[config.mk]
export PLATFORM = sky130hd
export DESIGN_NAME = serial_subtractor
export DESIGN_NICKNAME = d
export VERILOG_FILES = /design/src/rtl/serial_subtractor.sv
export SDC_FILE = /design/constraint.sdc
export NUM_CORES = 1
export LEC_CHECK = 0
export CORE_AREA = 2 2 56 58
export DETAILED_ROUTE_END_ITERATION = 10
export DIE_AREA = 0 0 58 60
export GPL_ROUTABILITY_DRIVEN = 0
export PLACE_DENSITY = 0.73
export REMOVE_ABC_BUFFERS = 1
export SLEW_MARGIN = 15
export SYNTH_ARGS = -nofsm -noshare
export SYNTH_HDL_FRONTEND = slang
export SYNTH_SLANG_ARGS = --single-unit
[constraint.sdc]
create_clock -name clk -period 1.6 [get_ports clk]
set_input_delay 0.16 -clock clk [delete_from_list [all_inputs] [get_ports clk]]
set_output_delay 0.16 -clock clk [all_outputs]
set_load 0.1 [all_outputs]
[src/rtl/serial_subtractor.sv]
// serial_subtractor: bit-serial WIDTH-bit subtractor, diff = a - b, LSB first.
// One full-subtractor cell and a registered borrow process one bit per clock.
// Handshake: start (sampled while not busy), busy during the WIDTH bit edges,
// and a one-cycle done pulse that qualifies diff/borrow_out.
// Optional feature: define SERIAL_SUB_OVF_EN to add the registered signed
// overflow output; without it the overflow port and its logic are absent.
module serial_subtractor #(
  parameter int unsigned WIDTH = 8
) (
  input  logic             clk,
  input  logic             reset,
  input  logic             start,
  input  logic [WIDTH-1:0] a,
  input  logic [WIDTH-1:0] b,
  output logic             busy,
  output logic             done,
  output logic [WIDTH-1:0] diff,
  output logic             borrow_out
`ifdef SERIAL_SUB_OVF_EN
  ,
  output logic             overflow
`endif
);

  localparam int unsigned CntW = $clog2(WIDTH);
  localparam logic [CntW-1:0] LastBit = CntW'(WIDTH - 1);

  typedef enum logic [1:0] {
    StIdle,
    StShift,
    StDone
  } state_e;

  state_e state_q, state_d;

  logic [WIDTH-1:0] a_sr_q, a_sr_d;
  logic [WIDTH-1:0] b_sr_q, b_sr_d;
  logic [WIDTH-1:0] diff_q, diff_d;
  logic [CntW-1:0]  cnt_q, cnt_d;
  logic             br_q, br_d;
  logic             borrow_q, borrow_d;
`ifdef SERIAL_SUB_OVF_EN
  logic             ovf_q, ovf_d;
`endif

  // Full-subtractor cell operating on the current LSBs of the operand shifters.
  logic a_bit, b_bit, d_bit, br_next;

  assign a_bit   = a_sr_q[0];
  assign b_bit   = b_sr_q[0];
  assign d_bit   = a_bit ^ b_bit ^ br_q;
  assign br_next = (~a_bit & b_bit) | (~(a_bit ^ b_bit) & br_q);

  // Next-state and datapath update; every _d holds its value by default.
  always_comb begin
    state_d  = state_q;
    a_sr_d   = a_sr_q;
    b_sr_d   = b_sr_q;
    diff_d   = diff_q;
    cnt_d    = cnt_q;
    br_d     = br_q;
    borrow_d = borrow_q;
`ifdef SERIAL_SUB_OVF_EN
    ovf_d    = ovf_q;
`endif

    unique case (state_q)
      StIdle, StDone: begin
        if (start) begin
          // Accept: DONE behaves like IDLE here, which gives back-to-back ops.
          a_sr_d  = a;
          b_sr_d  = b;
          br_d    = 1'b0;
          cnt_d   = '0;
          diff_d  = '0;
          state_d = StShift;
        end else begin
          state_d = StIdle;
        end
      end

      StShift: begin
        a_sr_d = a_sr_q >> 1;
        b_sr_d = b_sr_q >> 1;
        // New bit enters at the MSB so bit 0 lands in diff[0] after WIDTH shifts.
        diff_d = {d_bit, diff_q[WIDTH-1:1]};
        br_d   = br_next;
        if (cnt_q == LastBit) begin
          cnt_d    = '0;
          borrow_d = br_next;
`ifdef SERIAL_SUB_OVF_EN
          // On the last bit a_bit/b_bit are the latched operand MSBs and
          // d_bit becomes diff[WIDTH-1].
          ovf_d    = (a_bit != b_bit) && (d_bit != a_bit);
`endif
          state_d  = StDone;
        end else begin
          cnt_d = cnt_q + CntW'(1);
        end
      end

      default: begin
        state_d = StIdle;
      end
    endcase
  end

  // FSM state register with synchronous reset.
  always_ff @(posedge clk) begin
    if (reset) begin
      state_q <= StIdle;
    end else begin
      state_q <= state_d;
    end
  end

  // Datapath registers; reset clears results so an aborted op leaves zeros.
  always_ff @(posedge clk) begin
    if (reset) begin
      a_sr_q   <= '0;
      b_sr_q   <= '0;
      diff_q   <= '0;
      cnt_q    <= '0;
      br_q     <= 1'b0;
      borrow_q <= 1'b0;
`ifdef SERIAL_SUB_OVF_EN
      ovf_q    <= 1'b0;
`endif
    end else begin
      a_sr_q   <= a_sr_d;
      b_sr_q   <= b_sr_d;
      diff_q   <= diff_d;
      cnt_q    <= cnt_d;
      br_q     <= br_d;
      borrow_q <= borrow_d;
`ifdef SERIAL_SUB_OVF_EN
      ovf_q    <= ovf_d;
`endif
    end
  end

  assign busy       = (state_q == StShift);
  assign done       = (state_q == StDone);
  assign diff       = diff_q;
  assign borrow_out = borrow_q;
`ifdef SERIAL_SUB_OVF_EN
  assign overflow   = ovf_q;
`endif

endmodule

==> flow_summary.toml, run 1 <==
[clock_network]
cts_root_buffer = "clkbuf_4"
clock-sinks = 31
cts_setup_buffers = 0
cts_tree = "done"
cts-resized-gates = 0
clkTransAtPathRegs_ns = 0.09
cts_htree_levels = 2
ctsHoldBuffers = 0
clk_path_buf_depth = 2
clkLatencyLatePin_ns = 0.32
cts_buffers = 5

[worst_setup_path]
worst_path_max_delay_cell = "dfxtp_1"
arrival_ns = 1.30
max_stage_delay_ns = 0.40
cp.required_ns = 1.44
endpoint = "busy"
r2r_end = "a_sr_q[5]"
r2r-start = "state_q[1]"
startpoint = "state_q[0]"
critPathLaunchType = "register"
r2r_slack_ns = 0.31
path_buf_inv = 2
crit_path_cell_trace = "nand2b_1, inv_2, buf_12"
critical_path_class = "reg2out"
path_max_fanout = 15
endpoint_kind = "output pin"
r2r_cells = 4
cp.depth = 3
critical-path-top-delay-family = "buffers and inverters"

[yosys]
syn_inst = 159
synth-simple-area-share_pct = 24.9
synth-xor-area-share_pct = 0
ys_ff_latch = 31
seq_area_frac_synth_pct = 47.8
synth_compound_area_share_pct = 16.6
synth.distinct_cells = 19
synthesis.area_per_instance_um2 = 8.17
yosys_warnings = 0
synth_top_family_by_area = "simple AND/OR/NAND/NOR gates"
syn-cell-area_um2 = 1300
synth_adder_area_share_pct = 3.47
synthMuxAreaShare_pct = 0
synth_top_area_cell = "dfxtp_1"
synth_top_cell_area_share_pct = 47.8
synth_area_leaders = "dfxtp_1, nand2_1, a311oi_1"

[timing]
finClkSkew_ns = 0.00793
max_slew_margin_pct = 79.0
min_period_ns = 1.46
finalSetupViolations = 0
worst_pin_slew_ns = 0.315
grt_setup_unrepaired = "false"
hold_violations = 0
maxSlewViolCount = 0
fin_crit_sh_pct = 91.5
max_freq_ghz = 0.683

[final_layout]
fin_nets = 208
fin_area_um2 = 1760
ff_latch_area_um2 = 621
n_antenna_cell = 0
drive_above_1_share_pct = 12.9
multi_input_area_um2 = 583
fillCellCount = 261
area_growth_pct = 35.7

[global_routing]
grt_pass1_wl_mm = 4.51
antenna_found_initial = 0
grt_use_total_pct = 17.2
grt_pass1_vias = 1101
grt_max_degree = 33
overflow = 0

[floorplanning]
start_util_pct = 44.7
die_area_um2 = 3480
die_height_um = 60
boundaryPins = 30
row_count = 20
die-width_um = 58
core-area_um2 = 2900

[job]
drv_cap = 0

[place]
dpl.hpwl_mm = 1.86
portBuffers = 29
placedInstanceArea_um2 = 1710

[routing]
drt-initial-drc-count = 26
wl_mm = 2.70
top_layer = "met4"
vias = 1193
wire_per_inst_um = 12.3
vias_per_cell = 5.45
dr_wl_met3_um = 147
post-route-drc-count = 0
wl_met1_mm = 1.13
wl_met2_mm = 1.37
antenna_left = 0
dr.pass1.iters = 4

[status]
outcome = "finished clean"

[power_and_ir_drop]
powerDensity_nw_per_um2 = 892
p_leak_nw = 0.661
ir_worst_vdd_mv = 0.711
total_power_mw = 1.57

[min_path]
hold_path_class = "in2reg"
-- final cells by class --
cell class	instances	area share [%]
Sequential cell	31	35.2
Multi-Input combinational cell	111	33.1
Timing Repair Buffer	34	25.6
Clock buffer	6	2.91
Tap cell	33	2.34
Inverter	3	0.639
Clock inverter	1	0.284
-- flip-flops by register name (all words and copies together), names as in the netlist --
register and flops:
a_sr_q 8, b_sr_q 8, diff 8, cnt_q 3, state_q 2, borrow_out 1
br_q 1
-- synth_stat cells (all sizes together) --
| master | number |
|---|---|
| nand2 | 41 |
| a31oi | 1 |
| ha | 2 |
| nor2 | 17 |
| nand3 | 13 |
| nor2b | 2 |
| nand2b | 3 |
| fa | 1 |
| a311oi | 15 |
| buf | 10 |
| a21oi | 14 |
| inv | 3 |
| nor4b | 1 |
| clkbuf | 4 |
| dfxtp | 31 |
| o21a | 1 |
-- logic make-up after synthesis --
logic type / Yosys count
AOI/OAI and AO/OA: 31
adders and majority gates: 3
and+or+nand+nor: 77
buffers and inverters: 17
DFF: 31
-- per-stage QoR --
step           TNS (ns)  util, %  instances  hold WS (ns)  worst slack, ns
2_1_floorplan     -7.00        -        145         0.229           -0.601
3_3_place_gp          0     58.8        212         0.456            0.209
3_5_place_dp          0     58.8        212         0.466            0.143
4_1_cts               0     60.7        219         0.373            0.122
5_1_grt               0     60.7        219         0.372           0.0379
6_report              0     60.7        219         0.383            0.137
-- report_power, final --
| group | internal (mW) | switching, mW | total (mW) |
|---|---|---|---|
| Sequential | 0.817 | 0.0268 | 0.844 |
| Combinational | 0.119 | 0.154 | 0.273 |
| Clock | 0.203 | 0.254 | 0.457 |
| Total | 1.14 | 0.434 | 1.57 |
-- worst register-to-register path, cell delays in order (launching register included) --
cell and delay [ns]:
dfxtp_1 0.35, nand2b_1 0.17, buf_4 0.32, nor2_1 0.09, a311oi_1 0.26
-- metal layers --
| metal | up-vias | global-route usage [%] |
|---|---|---|
| met5 | - | 0 |
| met3 | 4 | 6.49 |
| met4 | 0 | 7.64 |
| met1 | 557 | 18.5 |
| met2 | 34 | 30.2 |
| li1 | 598 | - |
-- cells in the final DEF (no fill, tap or decap), types with 2 or more instances in the layout --
cell type        netlist  routed
buf_4                  5       4
clkbuf_4               0       5
nand2b_1               3       3
a311oi_1              15      15
clkdlybuf4s50_1        0      18
nand3_1               13      13
nor2b_1                2       2
nor2_1                17      17
ha_1                   2       2
inv_1                  2       2
nand2_1               41      41
a21oi_1               14      14
dfxtp_1               31      31
buf_12                 0      12
-- worst min-delay path by stage --
stage,end,from,depth (start not counted),slack (ns)
6_report,b_sr_q[7],b[7],3,0.38
5_1_grt,a_sr_q[7],a[7],3,0.37
4_1_cts,a_sr_q[7],a[7],3,0.37
3_5_place_dp,br_q,br_q,2,0.47
3_3_place_gp,a_sr_q[7],a_sr_q[7],2,0.46
2_1_floorplan,a_sr_q[7],reset,1,0.23
(Power assumes the default switching activity.)
==> inputs of run 2 (changes only) <==
--- a/config.mk
+++ b/config.mk
@@ -9,6 +9,7 @@
 export DETAILED_ROUTE_END_ITERATION = 10
 export DIE_AREA = 0 0 58 60
 export GPL_ROUTABILITY_DRIVEN = 0
+export GPL_TIMING_DRIVEN = 0
 export PLACE_DENSITY = 0.73
 export REMOVE_ABC_BUFFERS = 1
 export SLEW_MARGIN = 15
==> run 2 against run 1 <==
Effect of this change: core utilization fell by 4.6 points; final area down 7.6%; register-to-register slack lost 0.14 ns; cell count down 2.3%; clock-buffer cell count did not move; clock power decreased by 13%; via count shrank 3.4%; global-route usage is 0.22 points higher; total power is 4.8% lower.
==> flow_summary.toml, run 2 (synthesis gave the netlist of run 1 again) <==
[worst_setup_path]
critPathLaunchType = "register"
r2r_end = "a_sr_q[3]"
arrival_ns = 1.35
critical_path_class = "reg2out"
endpoint_kind = "output pin"
r2r-start = "state_q[0]"
r2r_slack_ns = 0.17
r2r_cells = 3
path_max_fanout = 22
cp.required_ns = 1.44

[floorplanning]
start_util_pct = 44.7
row_count = 20
die-width_um = 58
die_area_um2 = 3480
boundaryPins = 30
core-area_um2 = 2900
die_height_um = 60

[routing]
wire_per_inst_um = 12.5
dr.pass1.iters = 4
wl_mm = 2.67
vias = 1152
vias_per_cell = 5.38
post-route-drc-count = 0
antenna_left = 0
drt-initial-drc-count = 26

[final_layout]
final_cells = 214
postLayoutCoreUtil_pct = 56.1
mostFrequentLayoutCells = "nand2_1, dfxtp_1, clkdlybuf4s50_1"
n_antenna_cell = 0
area_growth_pct = 25.4
fin_nets = 204
layout_commonest_cell = "nand2_1"
drive_above_1_share_pct = 12.2
fin_area_um2 = 1630

[timing]
max_freq_ghz = 0.664
fin_ws_ns = 0.0945
fin_hold_ws_ns = 0.372
fin_crit_sh_pct = 94.1
hold_violations = 0
finClkSkew_ns = 0.0106
worst_pin_slew_ns = 1.10
grt_setup_unrepaired = "false"
finalSetupViolations = 0
max_slew_margin_pct = 26.1
min_period_ns = 1.51
maxSlewViolCount = 0

[global_routing]
grt_use_total_pct = 17.5
grt_pass1_wl_mm = 4.40
grt_max_degree = 45
grt_pass1_vias = 1049
antenna_found_initial = 0
overflow = 0

[clock_network]
cts_tree = "done"
cts_htree_levels = 2
clk_path_buf_depth = 2
clock-sinks = 31
clkLatencyLatePin_ns = 0.34
clkTransAtPathRegs_ns = 0.09
cts_setup_buffers = 0
cts_buffers = 5
cts_root_buffer = "clkbuf_4"

[power_and_ir_drop]
clkPwrFrac_pct = 26.6
internal_power_mw = 1.07
power_frac_comb_pct = 16.9
power_frac_seq_pct = 56.4
powerDensity_nw_per_um2 = 919
p_leak_nw = 0.585
ir_worst_vdd_mv = 0.642
swShare_pct = 28.3
switching_power_mw = 0.424

[place]
pre_cts_ws_ns = -1.04
placedInstanceArea_um2 = 1550
post-place-cells = 207
portBuffers = 29
dpl.hpwl_mm = 1.63

[min_path]
whs_endpoint = "b_sr_q[7]"
hold_path_class = "in2reg"
hp-start = "b[7]"
holdPathStages = 3

[status]
outcome = "finished clean"

[job]
drv_cap = 0
==> run 2: cell count changes in the layout (fill, tap and decap cells not counted), sizes merged <==
cell / delta
clkinv: -1
nand2b: +1
buf: -14
clkdlybuf4s15: +9
==> run 2: critical path, stage by stage (launching register included) <==
cell      delay [ns]
dfxtp_2         0.42
nand2b_4        0.21
inv_8           0.17
buf_8           0.21
==> run 2: area by class of cell <==
cell class	count	area, um^2
clock buffer	6	41.3
fill	292	1270
inverter	3	18.8
multi-input combinational	112	604
sequential	31	622
tap	33	41.3
timing repair buffer	29	302
==> run 2: how the worst max path moves through the flow <==
stage | depth (start not counted) | from | end | slack, ns
3_5_place_dp | 3 | state_q[1] | busy | -1.04
6_report | 3 | state_q[0] | busy | 0.09
2_1_floorplan | 4 | state_q[1] | borrow_out | -0.60
5_1_grt | 3 | state_q[0] | busy | 0.008
4_1_cts | 3 | state_q[0] | b_sr_q[4] | -0.16
3_3_place_gp | 3 | state_q[1] | busy | -1.44
==> run 2: stage by stage <==
stage	power, mW	TNS (ns)
3_3_place_gp	1.09	-14.91
6_report	1.50	0
2_1_floorplan	1.01	-7.00
5_1_grt	1.58	0
3_5_place_dp	1.10	-10.02
4_1_cts	1.50	-2.17
==> run 2: timing repair <==
action,in CTS,in global routing
resized for setup,41,6
hold buffers,0,0
cloned,0,1
setup endpoints to repair,42,18
==> run 2: power by group through the flow <==
stage	Combinational [mW]	Clock (mW)	Sequential (mW)
3_3_place_gp	0.236	0	0.858
3_5_place_dp	0.243	0	0.861
6_report	0.254	0.399	0.845
2_1_floorplan	0.135	0	0.870
5_1_grt	0.282	0.446	0.852
4_1_cts	0.247	0.414	0.844
==> run 2: routing by layer <==
metal / vias to the layer above / part of all wire [%] / wire, um / global-route usage (%)
met4: 0 / 3.0 / 79 / 11.0
met5: - / 0 / 0 / 0
met1: 529 / 43 / 1140 / 18.9
met2: 28 / 48 / 1280 / 28.1
li1: 588 / - / - / -
met3: 7 / 6.6 / 176 / 7.58
